--- config.mk ---
export PLATFORM = sky130hd
export DESIGN_NAME = as5600_angle_tracker
export DESIGN_NICKNAME = d
export VERILOG_FILES = /design/src/rtl/as5600_angle_tracker.sv
export SDC_FILE = /design/constraint.sdc
export NUM_CORES = 1
export LEC_CHECK = 0
export BUFFER_PORTS_ARGS = -buffer_cell sky130_fd_sc_hd__buf_2
export CAP_MARGIN = 20
export CORE_UTILIZATION = 60
export CTS_CLUSTER_SIZE = 40
export DETAILED_ROUTE_END_ITERATION = 6
export PLACE_DENSITY = 0.81
export SLEW_MARGIN = 10
export SYNTH_ARGS = -nofsm -noshare
export SYNTH_HDL_FRONTEND = slang
export SYNTH_SLANG_ARGS = --single-unit
export TNS_END_PERCENT = 10
--- constraint.sdc ---
create_clock -name I_clk -period 15.68 [get_ports I_clk]
set_clock_uncertainty 0.15 [all_clocks]
set_input_delay 0.784 -clock I_clk [delete_from_list [all_inputs] [get_ports I_clk]]
set_output_delay 0.784 -clock I_clk [all_outputs]
set_load 0.02 [all_outputs]
--- src/rtl/as5600_angle_tracker.sv ---
// rtl/as5600_angle_tracker.sv - zero-referenced multi-turn angle, velocity and stale tracker for AS5600 samples
module as5600_angle_tracker #(
  parameter int ANGLE_W = 12,
  parameter int POLE_W  = 6,
  parameter int TURN_W  = 16,
  parameter int VEL_W   = 16,
  parameter int VEL_WIN = 40000,
  parameter int TIMEOUT = 20000
) (
  input  logic                      I_clk,
  input  logic                      I_rst_n,
  input  logic                      I_init_done,
  input  logic [POLE_W-1:0]         I_motor_polePair,
  input  logic                      I_as5600_dir,
  input  logic [ANGLE_W-1:0]        I_angle_raw,
  input  logic                      I_angle_valid,
  output logic                      O_angle_valid,
  output logic [ANGLE_W-1:0]        O_angle_mec,
  output logic [ANGLE_W-1:0]        O_angle_ele,
  output logic signed [TURN_W-1:0]  O_turns,
  output logic signed [VEL_W-1:0]   O_velocity,
  output logic                      O_vel_valid,
  output logic                      O_zeroed,
  output logic                      O_stale
);

  localparam int WIN_CW   = (VEL_WIN > 1) ? $clog2(VEL_WIN) : 1;
  localparam int STALE_CW = $clog2(TIMEOUT + 1);
  localparam int ACC_W    = VEL_W + 2;
  localparam int PROD_W   = ANGLE_W + POLE_W;
  localparam logic [WIN_CW-1:0]          WIN_LAST  = WIN_CW'(VEL_WIN - 1);
  localparam logic [STALE_CW-1:0]        STALE_MAX = STALE_CW'(TIMEOUT);
  localparam logic signed [TURN_W-1:0]   TURN_MAX  = {1'b0, {(TURN_W-1){1'b1}}};
  localparam logic signed [TURN_W-1:0]   TURN_MIN  = {1'b1, {(TURN_W-1){1'b0}}};
  localparam logic signed [ACC_W-1:0]    VEL_MAX   = {3'b000, {(VEL_W-1){1'b1}}};
  localparam logic signed [ACC_W-1:0]    VEL_MIN   = {3'b111, {(VEL_W-1){1'b0}}};

  logic                       init_d, pending, have_sample;
  logic [ANGLE_W-1:0]         raw_hold, zero, prev_rel;
  logic signed [TURN_W-1:0]   turns;
  logic signed [ACC_W-1:0]    acc;
  logic [WIN_CW-1:0]          win_cnt;
  logic [STALE_CW-1:0]        stale_cnt;
  logic                       s1_valid;
  logic [ANGLE_W-1:0]         s1_rel;
  logic [POLE_W-1:0]          s1_pole;
  logic signed [TURN_W-1:0]   s1_turns;

  logic                       rise, cap_now, sample_en, win_term, d_pos, d_neg;
  logic [ANGLE_W-1:0]         zero_eff, rel, prev_eff, ele_next;
  logic signed [ANGLE_W-1:0]  d;
  logic signed [ACC_W-1:0]    d_ext, acc_next;
  logic signed [TURN_W-1:0]   turns_next;
  logic signed [VEL_W-1:0]    vel_sat;

  // A capture coincident with a sample uses that sample, so it yields rel=0.
  assign rise      = I_init_done & ~init_d;
  assign cap_now   = (I_angle_valid & (rise | pending)) | (rise & ~I_angle_valid & have_sample);
  assign zero_eff  = cap_now ? (I_angle_valid ? I_angle_raw : raw_hold) : zero;
  assign rel       = I_as5600_dir ? (zero_eff - I_angle_raw) : (I_angle_raw - zero_eff);
  assign prev_eff  = cap_now ? '0 : prev_rel;
  assign d         = rel - prev_eff;
  assign d_pos     = ~d[ANGLE_W-1] & (d != '0);
  assign d_neg     = d[ANGLE_W-1];
  assign d_ext     = {{(ACC_W-ANGLE_W){d[ANGLE_W-1]}}, d};
  assign sample_en = I_angle_valid & (O_zeroed | cap_now);
  assign win_term  = O_zeroed & ~cap_now & (win_cnt == WIN_LAST);
  assign ele_next  = ANGLE_W'(PROD_W'(s1_pole) * PROD_W'(s1_rel));
  assign O_stale   = (stale_cnt == STALE_MAX);

  always_comb begin
    turns_next = cap_now ? '0 : turns;
    if (sample_en) begin
      if (d_pos && (rel < prev_eff) && (turns_next != TURN_MAX))
        turns_next = turns_next + TURN_W'(1);
      else if (d_neg && (rel > prev_eff) && (turns_next != TURN_MIN))
        turns_next = turns_next - TURN_W'(1);
    end
  end

  // The terminal-cycle delta is excluded from the reported window and seeds the next.
  always_comb begin
    acc_next = cap_now ? '0 : acc;
    if (win_term)
      acc_next = '0;
    if (sample_en)
      acc_next = acc_next + d_ext;
  end

  always_comb begin
    if (acc > VEL_MAX)
      vel_sat = VEL_MAX[VEL_W-1:0];
    else if (acc < VEL_MIN)
      vel_sat = VEL_MIN[VEL_W-1:0];
    else
      vel_sat = acc[VEL_W-1:0];
  end

  always_ff @(posedge I_clk or negedge I_rst_n) begin
    if (!I_rst_n) begin
      init_d        <= 1'b0;
      pending       <= 1'b0;
      have_sample   <= 1'b0;
      raw_hold      <= '0;
      zero          <= '0;
      prev_rel      <= '0;
      turns         <= '0;
      acc           <= '0;
      win_cnt       <= '0;
      stale_cnt     <= '0;
      s1_valid      <= 1'b0;
      s1_rel        <= '0;
      s1_pole       <= '0;
      s1_turns      <= '0;
      O_angle_valid <= 1'b0;
      O_angle_mec   <= '0;
      O_angle_ele   <= '0;
      O_turns       <= '0;
      O_velocity    <= '0;
      O_vel_valid   <= 1'b0;
      O_zeroed      <= 1'b0;
    end else begin
      init_d  <= I_init_done;
      pending <= (pending | (rise & ~I_angle_valid & ~have_sample)) & ~cap_now;
      if (I_angle_valid) begin
        raw_hold    <= I_angle_raw;
        have_sample <= 1'b1;
      end
      if (cap_now) begin
        zero     <= zero_eff;
        O_zeroed <= 1'b1;
      end
      if (sample_en)
        prev_rel <= rel;
      else if (cap_now)
        prev_rel <= '0;
      turns <= turns_next;
      acc   <= acc_next;

      if (cap_now || win_term)
        win_cnt <= '0;
      else if (O_zeroed)
        win_cnt <= win_cnt + WIN_CW'(1);
      O_vel_valid <= win_term;
      if (win_term)
        O_velocity <= vel_sat;

      if (I_angle_valid)
        stale_cnt <= '0;
      else if (stale_cnt != STALE_MAX)
        stale_cnt <= stale_cnt + STALE_CW'(1);

      s1_valid <= sample_en;
      if (sample_en) begin
        s1_rel   <= rel;
        s1_pole  <= I_motor_polePair;
        s1_turns <= turns_next;
      end

      O_angle_valid <= s1_valid;
      if (s1_valid) begin
        O_angle_mec <= s1_rel;
        O_angle_ele <= ele_next;
        O_turns     <= s1_turns;
      end else if (cap_now) begin
        O_turns <= '0;
      end
    end
  end

endmodule

Word level (Yosys, flattened, before mapping)
Index checks and enable logic that the tools add are counted.

word-level totals
  flip-flop bits (word level) = 198
  input port bits = 23
  output and inout bits = 60
  logic and storage cells = 87

operators by class
  add/sub/neg operators = 8
  $mul = 1
  order comparisons = 4
  eq/ne operators = 5
  mux-type cells = 20
  bitwise operators = 19
  reductions and logical operators = 9

operators with widths
  cell                                                              number
  2-to-1 mux 16 bit                                                 10
  2-to-1 mux 12 bit                                                 5
  2-to-1 mux 18 bit                                                 3
  subtractor 12 bit                                                 3
  != test 16 bit (second input constant)                            2
  2-to-1 mux 15 bit                                                 2
  adder 18 x 12 -> 18 bit                                           1
  greater-than comparator 18 x 16 -> 1 bit (second input constant)  1
  less-than comparator 18 x 16 -> 1 bit (second input constant)     1
  adder 16 x 1 -> 16 bit (second input constant)                    1
  adder 16 x 2 -> 16 bit (second input constant)                    1
  == test 16 bit (second input constant)                            1
  subtractor 16 x 2 -> 16 bit (second input constant)               1
  adder 15 x 1 -> 15 bit (second input constant)                    1
  == test 15 bit (second input constant)                            1
  != test 15 bit (second input constant)                            1
  greater-than comparator 12 bit                                    1
  less-than comparator 12 bit                                       1
  multiplier 6 x 12 -> 12 bit                                       1
  nonzero test 12 bit                                               1
  AND 1 bit                                                         10
  nonzero test 2 bit                                                3
  NOT 1 bit                                                         5
  logical AND 1 bit                                                 4
  other kinds (2)                                                   5

Longest topological paths before layout
  word-level depth = 15
  mapped depth = 35
  mapped depth without buffers = 31

Least setup slack after synthesis
OpenSTA, ideal clock, no wires.

  path type = input -> register
  from = in I_angle_valid
  to = reg acc[16]
  setup time = 0.065 ns
  arrival time = 7.070 ns
  required time = 15.465 ns
  path slack = 8.394 ns
  stages on the path = 31
  buffers on the path = 5
  cells stage by stage = nor2_1 -> inv_1 -> a21boi_2 -> buf_2 -> buf_1 -> clkbuf_1 -> clkbuf_1 -> o21ai_0 -> ha_1 -> a21o_1 -> a21oi_1 -> nand2_1 -> o31ai_1 -> o2bb2ai_1 -> a21bo_2 -> xnor2_1 -> inv_1 -> ha_1 -> buf_2 -> and3_1 -> a2111oi_0 -> o211ai_1 -> ha_1 -> or3_1 -> o21ai_0 -> a21oi_1 -> maj3_2 -> a221oi_2 -> o211ai_1 -> o221a_1 -> nand2_1

between the ends
  longest elaborated chain between the ends = 10
  elaborated cells between the ends (all ways) = 21
  classes of those cells = add/sub: 4; mux: 7; bitwise: 10

RTL lines
  item                         RTL line  RTL
  start: declaration           16        input logic I_angle_valid,
  NOT 1 bit                    58        assign cap_now = (I_angle_valid & (rise | pending)) | (rise & ~I_angle_valid & have_sample);
  AND 1 bit (2 in a row)       58
  bitwise OR 1 bit             58
  2-to-1 mux 12 bit (*)        59        assign zero_eff = cap_now ? (I_angle_valid ? I_angle_raw : raw_hold) : zero;
  subtractor 12 bit            60        assign rel = I_as5600_dir ? (zero_eff - I_angle_raw) : (I_angle_raw - zero_eff);
  2-to-1 mux 12 bit (*)        60
  via rel[8]                   50        logic [ANGLE_W-1:0] zero_eff, rel, prev_eff, ele_next;
  subtractor 12 bit (*)        62        assign d = rel - prev_eff;
  adder 18 x 12 -> 18 bit (*)  87        acc_next = acc_next + d_ext;
  2-to-1 mux 18 bit (*)        86        if (sample_en)
  via acc_next[16]             52        logic signed [ACC_W-1:0] d_ext, acc_next;
  end signal: assignment       138       acc <= acc_next;
  end: declaration             41        logic signed [ACC_W-1:0] acc;

The timed path passes the listed nets; every way through them passes the cells marked *.
A chain may end at the register's enable or synchronous reset.

Worst setup path in the final report
  from = in I_angle_valid
  to = reg acc[17]

between the ends
  longest elaborated chain between the ends = 10
  elaborated cells between the ends (all ways) = 21
  classes of those cells = add/sub: 4; mux: 7; bitwise: 10

RTL lines
  item                         RTL line
  NOT 1 bit                    58
  AND 1 bit (2 in a row)       58
  bitwise OR 1 bit             58
  2-to-1 mux 12 bit (*)        59
  via zero_eff[3]              50
  subtractor 12 bit            60
  2-to-1 mux 12 bit (*)        60
  via rel[8]                   50
  subtractor 12 bit (*)        62
  adder 18 x 12 -> 18 bit (*)  87
  2-to-1 mux 18 bit (*)        86
  via acc_next[17]             52

Marked as above.

==> impl_results.md <==
- MaxCap Viol Count: 0
- Pre-CTS setup slack: 7.576 ns
- Placed insts: 1786
- RSZ-0062 raised after global routing: no
- Most common cell in the synthesized netlist: nand2_1
- Internal: 1.612 mW
- DR vias: 10691
- Power share of the combinational group: 0.587
- Final Core Density: 0.6688
- Clk slew on worst S/H paths: 0.08 ns
- First-pass GRT wire length: 49910 um
- Setup-failing EPs final: 0
- CTS Hold Bufs: 0
- Yosys reg bits: 198
- R2R depth: 27
- FF-to-FF setup slack: 8.33 ns
- Initial Util: 0.6151
- Dpl cell area: 13550 um^2
- Final period util: 0.4946
- Rows: 53
- WHS: 0.1624 ns
- Placer Congestion: 0.8989
- Count of final hold-check violations: 0
- Top Ports: 83
- Die Area: 22280 um^2
- Pin count of the biggest net entering global routing: 77
- Max VDD drop: 0.09625 mV
- CTS H-tree depth: 4
- Post-Syn Area: 13010 um^2
- Fillers: 1732
- Worst-margin pin slew: 1.026 ns
- FF-to-FF End: acc[17]$_DFF_PN0_
- Crit path to: acc[17]$_DFF_PN0_
- Post-synth EDFFs: 0
- Initial antenna violation count: 0
- Slew HR: 0.3162
- TritonCTS Sinks: 198
- Critical path peak fanout: 76
- Number of distinct library cells after synthesis: 80
- Status: complete, no violations
- Total CTS buffers: 17
- Number of port buffers: 82
- Sw Pwr: 1.406 mW
- Fin. max-slew vios: 0
- Die Height: 149.3 um
- Sequential share of power: 0.266
- Clock buffer depth: 2
- Per-cell routed wire length: 16.35 um
- Hold Path Class: input port to async pin
- Crit. End Element: flop
- Nets: 1653
- Dpl hpwl: 21420 um
- Synth warnings: 0
- R2r startpoint: have_sample$_DFFE_PN0P_
- CTS root buf: clkbuf_16
- 1st-iter DRT viols: 833
- TritonCTS clock tree: built
- Cell Pwr Density: 213.3 nW/um^2
- Post-synth net total: 1617
- Sequential-to-total area share from yosys stat: 0.3808
- Vias in the first global route: 10186
- Post-CTS Setup Bufs: 0
- Commonest cells post-synth: nand2_1, dfrtp_1, nor2_1
- Core area: 21150 um^2
- DRC errors left: 0
- Worst Path Class, Setup: input port to flop
- Clock Latency Late Sink: 0.44 ns
- Crit path time final: 7.756 ns
- Cells after synthesis: 1494
- Synth area leaders: dfrtp_1, nand2_1, ha_1
- Die W: 149.3 um
- All-Layer GR Usage: 0.2820
- Largest area contributor in the synthesized netlist: dfrtp_1
- Dominant synthesized flop cell: dfrtp_1
- Final ANT Viol Nets: 0
- CTS resizes: 0
- Antenna fix cells: 0
- Share of cells above drive strength 1: 0.1154
- Setup TNS: 0 ns
- Start point of the critical path: I_angle_valid
- Gr ovfl total: 0
- CP startpoint kind: input port
- Total power: 3.018 mW
- Arrival time worst endpoint: 7.93 ns
- Worst endpoint required time: 15.85 ns
- Clk pwr share: 0.147
- Mean post-synth cell area: 8.710 um^2
- FFs w/ async S/R, synth: 1.000
- Final worst setup slack: 7.924 ns
- Vias/cell: 5.881
- WL final: 29720 um
- Fmax: 0.1289 GHz
- Switch share: 0.4658
- Yosys top cell area share: 0.3808
- Area Overhead vs Synth: 8.721%
- Layout Cells excl Fill: 1818
- Leakage dissipation: 6.628 nW
- Detailed Routing Iterations Pass 1: 7
- Post-route cell area: 14150 um^2
[placed cells by master (no fill, tap or decap), types with 14 or more instances in the layout]
| master | n |
|---|---|
| mux2_2 | 37 |
| nand3_1 | 32 |
| nand4_1 | 14 |
| nor3_1 | 23 |
| inv_1 | 84 |
| fa_1 | 33 |
| a21o_1 | 22 |
| ha_1 | 67 |
| and2_1 | 60 |
| nand2_1 | 286 |
| xnor2_1 | 45 |
| dfrtp_1 | 197 |
| a21oi_1 | 57 |
| o21ai_0 | 100 |
| nor2_1 | 117 |
| clkbuf_16 | 17 |
| xor2_1 | 42 |
| o211ai_1 | 15 |
| buf_2 | 81 |
[layout make-up]
| type | instances | area, um^2 | area share |
|---|---|---|---|
| multi-input cells | 1136 | 7443 | 0.5261 |
| clock buffers | 20 | 456.7 | 0.03228 |
| flip-flops and latches | 198 | 4956 | 0.3503 |
| well taps | 275 | 344.1 | 0.02432 |
| inverters | 86 | 322.8 | 0.02282 |
| repair buffers | 91 | 486.7 | 0.03440 |
| clock inverters | 12 | 137.6 | 0.009728 |
[cells by family (layout without fill, tap and decap cells)]
family | Yosys count | after routing | synth area share
flip-flops | 198 | 198 | 0.3808
AND/OR/NAND/NOR | 603 | 603 | 0.2104
multiplexers | 42 | 42 | 0.03587
buffers and inverters | 160 | 209 | 0.04798
XOR/XNOR | 87 | 87 | 0.05856
adder cells (fa/ha/maj) | 101 | 101 | 0.1161
AO/OA/AOI/OAI | 303 | 303 | 0.1504
[power groups by stage]
| stage | clock [mW] | sequential, mW | combinational, mW |
|---|---|---|---|
| floorplan | 0 | 0.784 | 1.37 |
| global placement | 0 | 0.800 | 1.69 |
| detailed placement | 0 | 0.807 | 1.74 |
| CTS | 0.452 | 0.798 | 1.76 |
| global route | 0.472 | 0.823 | 1.98 |
| finish | 0.444 | 0.801 | 1.77 |
[metal layers]
layer	global-route usage	routed length, um	vias to the layer above
met4	0.07806	470	0
li1	-	-	5151
met3	0.03242	1505	40
met2	0.4616	14010	326
met5	0	0	-
met1	0.3962	13740	5174
[worst max-delay path, stage by stage]
cell and delay (ns):
buf_2 0.31, nor2_1 0.33, inv_1 0.13, a21boi_4 0.17, buf_4 0.64, nand2_1 0.16, nand2_1 0.16, inv_1 0.06
ha_1 0.30, a21boi_0 0.13, o31ai_1 0.45, o2bb2ai_1 0.20, a21bo_2 0.25, xnor2_1 0.19, inv_1 0.07, ha_1 0.48
nand3_1 0.21, nor2_1 0.34, o211ai_1 0.23, a211oi_1 0.35, ha_1 0.29, o2111ai_1 0.18, a2111oi_0 0.47, a2111o_1 0.24
nor4b_1 0.35, nor3_1 0.08, nand3b_1 0.18, xor2_1 0.17
[worst min path at each step]
stage | start | endpoint | slack, ns | depth (start not counted)
2_1_floorplan | s1_valid$_DFF_PN0_ | O_angle_valid$_DFF_PN0_ | 0.20 | 0
3_3_place_gp | zero[8]$_DFFE_PN0P_ | zero[8]$_DFFE_PN0P_ | 0.30 | 2
3_5_place_dp | zero[3]$_DFFE_PN0P_ | zero[3]$_DFFE_PN0P_ | 0.31 | 2
4_1_cts | I_rst_n | O_angle_ele[11]$_DFFE_PN0P_ | 0.18 | 1
5_1_grt | I_rst_n | O_angle_ele[11]$_DFFE_PN0P_ | 0.19 | 1
6_report | I_rst_n | O_angle_ele[11]$_DFFE_PN0P_ | 0.16 | 1
[sequential cells by signal, summed over array words and instances (netlist names), 15 cells and up]
| register | count |
|---|---|
| acc | 18 |
| s1_turns | 16 |
| O_velocity | 16 |
| stale_cnt | 15 |
| O_turns | 16 |
| turns | 16 |
| win_cnt | 16 |
(Power assumes the default switching activity.)
